--- config.mk ---
export PLATFORM = sky130hd
export DESIGN_NAME = spi_master_xfer_ctrl
export DESIGN_NICKNAME = d
export VERILOG_FILES = /design/src/rtl/spi_master_xfer_ctrl.sv
export SDC_FILE = /design/constraint.sdc
export NUM_CORES = 1
export LEC_CHECK = 0
export ABC_AREA = 1
export ABC_CLOCK_PERIOD_IN_PS = 3260
export CORE_MARGIN = 10
export CORE_UTILIZATION = 25
export CTS_CLUSTER_SIZE = 14
export DETAILED_ROUTE_END_ITERATION = 8
export GPL_ROUTABILITY_DRIVEN = 0
export PLACE_DENSITY = 0.6
export SYNTH_ARGS = -nofsm -noshare
export SYNTH_HDL_FRONTEND = slang
export SYNTH_SLANG_ARGS = --single-unit
--- constraint.sdc ---
create_clock -name clk_i -period 3.26 [get_ports clk_i]
set_clock_uncertainty 0.1 [all_clocks]
set_input_delay 0.652 -clock clk_i [delete_from_list [all_inputs] [get_ports clk_i]]
set_output_delay 0.652 -clock clk_i [all_outputs]
set_load 0.05 [all_outputs]
--- src/rtl/spi_master_xfer_ctrl.sv ---
// -----------------------------------------------------------------------------
// spi_master_xfer_ctrl
//   SPI master transaction engine sitting on the SPI side of a data register
//   bank. A send request walks entries 0..n_tx_i. For each entry it fetches the
//   word, shifts the low byte out on MOSI (mode 0, MSB first) and writes the
//   byte captured on MISO back to the same entry as {24'h0, rx_byte}.
//   While a transaction runs, hold_ctrl_o hands the bank pointer and write
//   enable to this block.
//
//   Build option: define SPI_LOOPBACK_EN to feed the receive shifter from the
//   internal MOSI line instead of miso_i. Each entry is then written back with
//   its own low byte, which serves as a self-test.
// -----------------------------------------------------------------------------
module spi_master_xfer_ctrl #(
  parameter int N       = 8,
  parameter int CLK_DIV = 4,
  localparam int AW     = $clog2(N)
) (
  input  logic          clk_i,
  input  logic          rst_n_i,
  input  logic          send_i,
  input  logic [AW-1:0] n_tx_i,
  input  logic [31:0]   rd_data_i,
  input  logic          miso_i,
  output logic          hold_ctrl_o,
  output logic [AW-1:0] addr_o,
  output logic          wr_en_o,
  output logic [31:0]   wr_data_o,
  output logic          sclk_o,
  output logic          mosi_o,
  output logic          cs_n_o,
  output logic          busy_o,
  output logic          done_o,
  output logic [AW-1:0] tx_cnt_o
);

  localparam int DW = (CLK_DIV > 2) ? $clog2(CLK_DIV) : 1;
  localparam logic [DW-1:0] DIV_MAX = DW'(CLK_DIV - 1);

  typedef enum logic [2:0] {
    IDLE   = 3'd0,
    FETCH  = 3'd1,
    LOAD   = 3'd2,
    SHIFT  = 3'd3,
    WRBACK = 3'd4,
    DONE   = 3'd5
  } state_t;

  state_t        state;
  logic [AW-1:0] n_last;    // last entry index, latched at start
  logic [DW-1:0] div_cnt;   // SCLK half-period divider
  logic [2:0]    bit_cnt;   // falling edges seen in the current byte
  logic [7:0]    tx_sr;
  logic [7:0]    rx_sr;
  logic          rx_bit;    // serial input seen by the receive shifter

  // Only the low byte of a bank word is shifted out.
  logic unused_rd_hi;
  assign unused_rd_hi = ^rd_data_i[31:8];

`ifdef SPI_LOOPBACK_EN
  // Self-test: the receive shifter listens to our own MOSI line.
  logic unused_miso;
  assign unused_miso = miso_i;
  assign rx_bit      = mosi_o;
`else
  assign rx_bit = miso_i;
`endif

  // Transaction FSM with registered outputs, SCLK generation and the shifters.
  // NOTE: all state here updates with non-blocking assignments so every register
  // samples the values from before the edge; blocking assignments would make the
  // shift/toggle ordering depend on statement order.
  always_ff @(posedge clk_i or negedge rst_n_i) begin
    if (!rst_n_i) begin
      state       <= IDLE;
      n_last      <= '0;
      div_cnt     <= '0;
      bit_cnt     <= '0;
      tx_sr       <= '0;
      rx_sr       <= '0;
      hold_ctrl_o <= 1'b0;
      addr_o      <= '0;
      wr_en_o     <= 1'b0;
      wr_data_o   <= '0;
      sclk_o      <= 1'b0;
      mosi_o      <= 1'b0;
      cs_n_o      <= 1'b1;
      busy_o      <= 1'b0;
      done_o      <= 1'b0;
      tx_cnt_o    <= '0;
    end else begin
      // Single-cycle strobes default low.
      wr_en_o <= 1'b0;
      done_o  <= 1'b0;

      case (state)
        IDLE: begin
          if (send_i) begin
            n_last      <= n_tx_i;
            addr_o      <= '0;
            tx_cnt_o    <= '0;
            hold_ctrl_o <= 1'b1;
            busy_o      <= 1'b1;
            state       <= FETCH;
          end
        end

        // The pointer is stable for one cycle so the bank can register the entry.
        FETCH: state <= LOAD;

        LOAD: begin
          tx_sr   <= rd_data_i[7:0];
          rx_sr   <= '0;
          mosi_o  <= rd_data_i[7];
          cs_n_o  <= 1'b0;
          bit_cnt <= '0;
          div_cnt <= DIV_MAX;
          state   <= SHIFT;
        end

        SHIFT: begin
          if (div_cnt == '0) begin
            div_cnt <= DIV_MAX;
            sclk_o  <= ~sclk_o;
            if (!sclk_o) begin
              // Rising edge: capture the slave's bit.
              rx_sr <= {rx_sr[6:0], rx_bit};
            end else begin
              // Falling edge: present the next MSB. The 8th edge ends the byte.
              tx_sr  <= {tx_sr[6:0], 1'b0};
              mosi_o <= tx_sr[6];
              if (bit_cnt == 3'd7) begin
                wr_en_o   <= 1'b1;
                wr_data_o <= {24'h0, rx_sr};
                state     <= WRBACK;
              end else begin
                bit_cnt <= bit_cnt + 3'd1;
              end
            end
          end else begin
            div_cnt <= div_cnt - DW'(1);
          end
        end

        // The write pulse is active in this cycle; choose the next word or finish.
        WRBACK: begin
          if (tx_cnt_o == n_last) begin
            cs_n_o      <= 1'b1;
            hold_ctrl_o <= 1'b0;
            done_o      <= 1'b1;
            state       <= DONE;
          end else begin
            tx_cnt_o <= tx_cnt_o + AW'(1);
            addr_o   <= addr_o + AW'(1);
            state    <= FETCH;
          end
        end

        DONE: begin
          busy_o <= 1'b0;
          state  <= IDLE;
        end

        default: state <= IDLE;
      endcase
    end
  end

endmodule

==> out/summary.md <==
### Clock tree
* 0 — Setup Buffers After CTS
* 0 — number of hold-repair buffers added at the cts stage
* 310 ps — insertion delay of the later-clocked pin in the worst-skew pair
* 2 — CTS HTree Levels
* 47 — number of clock sinks
* 2 — CTS Buffer Depth
* 0 — Resize count post-CTS
* 90 ps — clock-pin slew on the worst setup and hold paths
* 5 — Inserted Clock Buffers
* clkbuf_8 — Root Driver
* done — TritonCTS clock tree

### Routing
* 86 — starting DRC count in detailed routing
* 0 — antenna violation net count after detailed routing
* 0 — DR DRC count
* 4.96 mm — final wirelength
* 10.9 um — post-detailed-route wirelength per cell
* 3.97 — Avg Vias per Cell
* 1,805 — vias after detailed routing
* 4 — first-pass detailed-route iteration total

### Timing
* 0 — Hold Fails Final Rpt
* 417 MHz — highest clock frequency the design can meet
* false — unrepaired setup endpoints after global routing
* 0 — setup violation total in the final timing report
* 0 ps — summed negative setup slack over all endpoints
* 1070 ps — actual slew at the worst max-slew pin
* 2400 ps — post-route minimum period
* 0.286 — worst relative slew slack
* 0.736 — share of the clock period used by the worst path after layout
* 0 — max-slew violation count

### Layout
* nand2_1, dfrtp_1, clkdlybuf4s50_1 — most frequent cells in the layout
* 455 — final cell count without fillers
* 20.9% — Layout area overhead
* 0.0951 — proportion of layout cells with a drive suffix above 1
* 0 — Antenna Diode Count
* 369 — post-layout net count
* nand2_1 — most common cell after layout, fill and taps aside

### Worst setup path
* 1 — Critical path buffers and inverters
* clkdlybuf4s50_1 — slowest stage cell, crit path
* output port — category of the worst setup path capture point
* buffers and inverters — largest delay contributor family on the critical path
* 1650 ps — worst path arrival time
* 2 — maximum fanout count along the critical path
* 800 ps — Critical Path Max Stage Delay
* reg -> out — critical path start-end classification
* 2510 ps — data required time at the worst endpoint
* clkdlybuf4s50_1 — cell-by-cell listing of the critical path
* register — nature of the critical path startpoint

### Outcome
* finished clean — result of the run

### Place
* 3.65 mm — detailed placement HPWL
* 447 — number of cells after detailed placement
* 35 — Port-buffer cells

### Run
* 0 — max capacitance violation total

### Power and ir drop
* 0.00147 uW — Lkg Pwr
* 661 nW/um2 — Power Dens Cells
* 1910 uW — total power of the final layout
* 0.240 mV — maximum VDD drop

### Die
* 13,900 um2 — Die Area
* 35 — row cnt
* 118 um — floorplan die width
* 0.258 — initial standard-cell utilization of the core
* 9280 um2 — core outline area
* 118 um — die height
* 84 — number of top-level pins

### Synthesis
* 287 — synthesized instance count
* 8.34 um2 — synthesized area divided by synthesized cell count
* 47 — number of storage elements in the synthesis netlist
* 0 — number of warnings printed during yosys synthesis
* 2390 um2 — cell area after synthesis
* 26 — number of unique standard cell types used by synthesis
* 0.492 — fraction of the yosys area taken by sequential cells

### Global routing
* 1,687 — number of global-route vias before repair
* 48 — pin count of the biggest net entering global routing
* 8.31 mm — first-pass GRT wire length
* 0.0709 — total track usage
* 0 — global route overflow
* 0 — number of antenna violations at the first check in global routing

### Min path
* reg -> reg — Min-Delay Path Class

==> final timing paths <==
check / start / cells past startpoint / endpoint / slack (ps)
max: cs_n_o / 1 / cs_n_o / 860
min: rx_sr[0] / 2 / rx_sr[0] / 380
max reg2reg: state[0] / 7 / addr_o[1] / 1410
min reg2reg: rx_sr[0] / 2 / rx_sr[0] / 380
max in group asynchronous: rst_n_i / 1 / state[0] / 1970
min in group asynchronous: rst_n_i / 1 / n_last[1] / 440
==> area by class of cell <==
class | instances | area (um2)
repair buffers | 35 | 345
fillers | 1015 | 6390
clock buffers | 5 | 68.8
multi-input cells | 205 | 977
well taps | 129 | 161
inverters | 31 | 119
clock inverters | 3 | 46.3
flip-flops and latches | 47 | 1180
==> state kept, by name, summed over array words and instances (netlist names), 2 cells and up <==
register	flops
addr_o	3
bit_cnt	3
div_cnt	2
n_last	3
rx_sr	8
state	3
tx_cnt_o	3
tx_sr	7
wr_data_o	8
==> Yosys cell counts <==
master	number	share of area
conb_1	1	0.0016
dfrtp_1	46	0.48
nand2_1	111	0.17
nor2_4	2	0.0094
xnor2_1	2	0.0073
o21ai_1	4	0.0084
o2bb2ai_1	1	0.0037
nand3_1	10	0.021
dfstp_2	1	0.011
buf_6	2	0.0094
inv_1	29	0.045
buf_2	1	0.0021
buf_4	24	0.075
or2_2	1	0.0026
a21oi_2	1	0.0037
o21ai_0	15	0.031
ha_1	5	0.026
nand2_2	3	0.0078
nor2_2	1	0.0026
inv_2	1	0.0016
nor2_1	12	0.019
inv_4	1	0.0026
o21ai_2	8	0.029
nand3_4	2	0.015
nand2_4	1	0.0047
a31oi_1	2	0.0052
==> cell families after synthesis <==
group,after synthesis,share of synthesized area
flops,47,0.492
compound gates,31,0.0815
fa+ha+maj,5,0.0261
buf+inv,58,0.136
xor+xnor,2,0.00732
simple gates,143,0.255
other cells,1,0.00157
==> power by group <==
group          switching [uW]  internal [uW]
logic                     448            212
clock network             217            231
registers                81.8            724
==> stage by stage <==
| step | hold slack (ps) | worst slack (ps) | utilization | area (um2) |
|---|---|---|---|---|
| after CTS | 383 | 837 | 0.312 | 2900 |
| after floorplan | 256 | 1700 | - | 2480 |
| final | 378 | 862 | 0.312 | 2900 |
| after global routing | 393 | 812 | 0.312 | 2900 |
| after global placement | 357 | 1190 | 0.299 | 2780 |
| after detailed placement | 360 | 1190 | 0.299 | 2780 |
==> metal layers <==
layer	track usage	up-vias	wire, um
met5	0	-	0
met4	0.0209	0	53
met3	0.0312	7	368
met2	0.108	47	2250
met1	0.0879	838	2280
li1	-	913	-
==> worst min-delay path: cells and delay by family, from the launching register on <==
family | cells | cell delay, ps
flip-flops | 1 | 350
AND/OR/NAND/NOR | 2 | 100
Power figures use the tool's default switching activity.
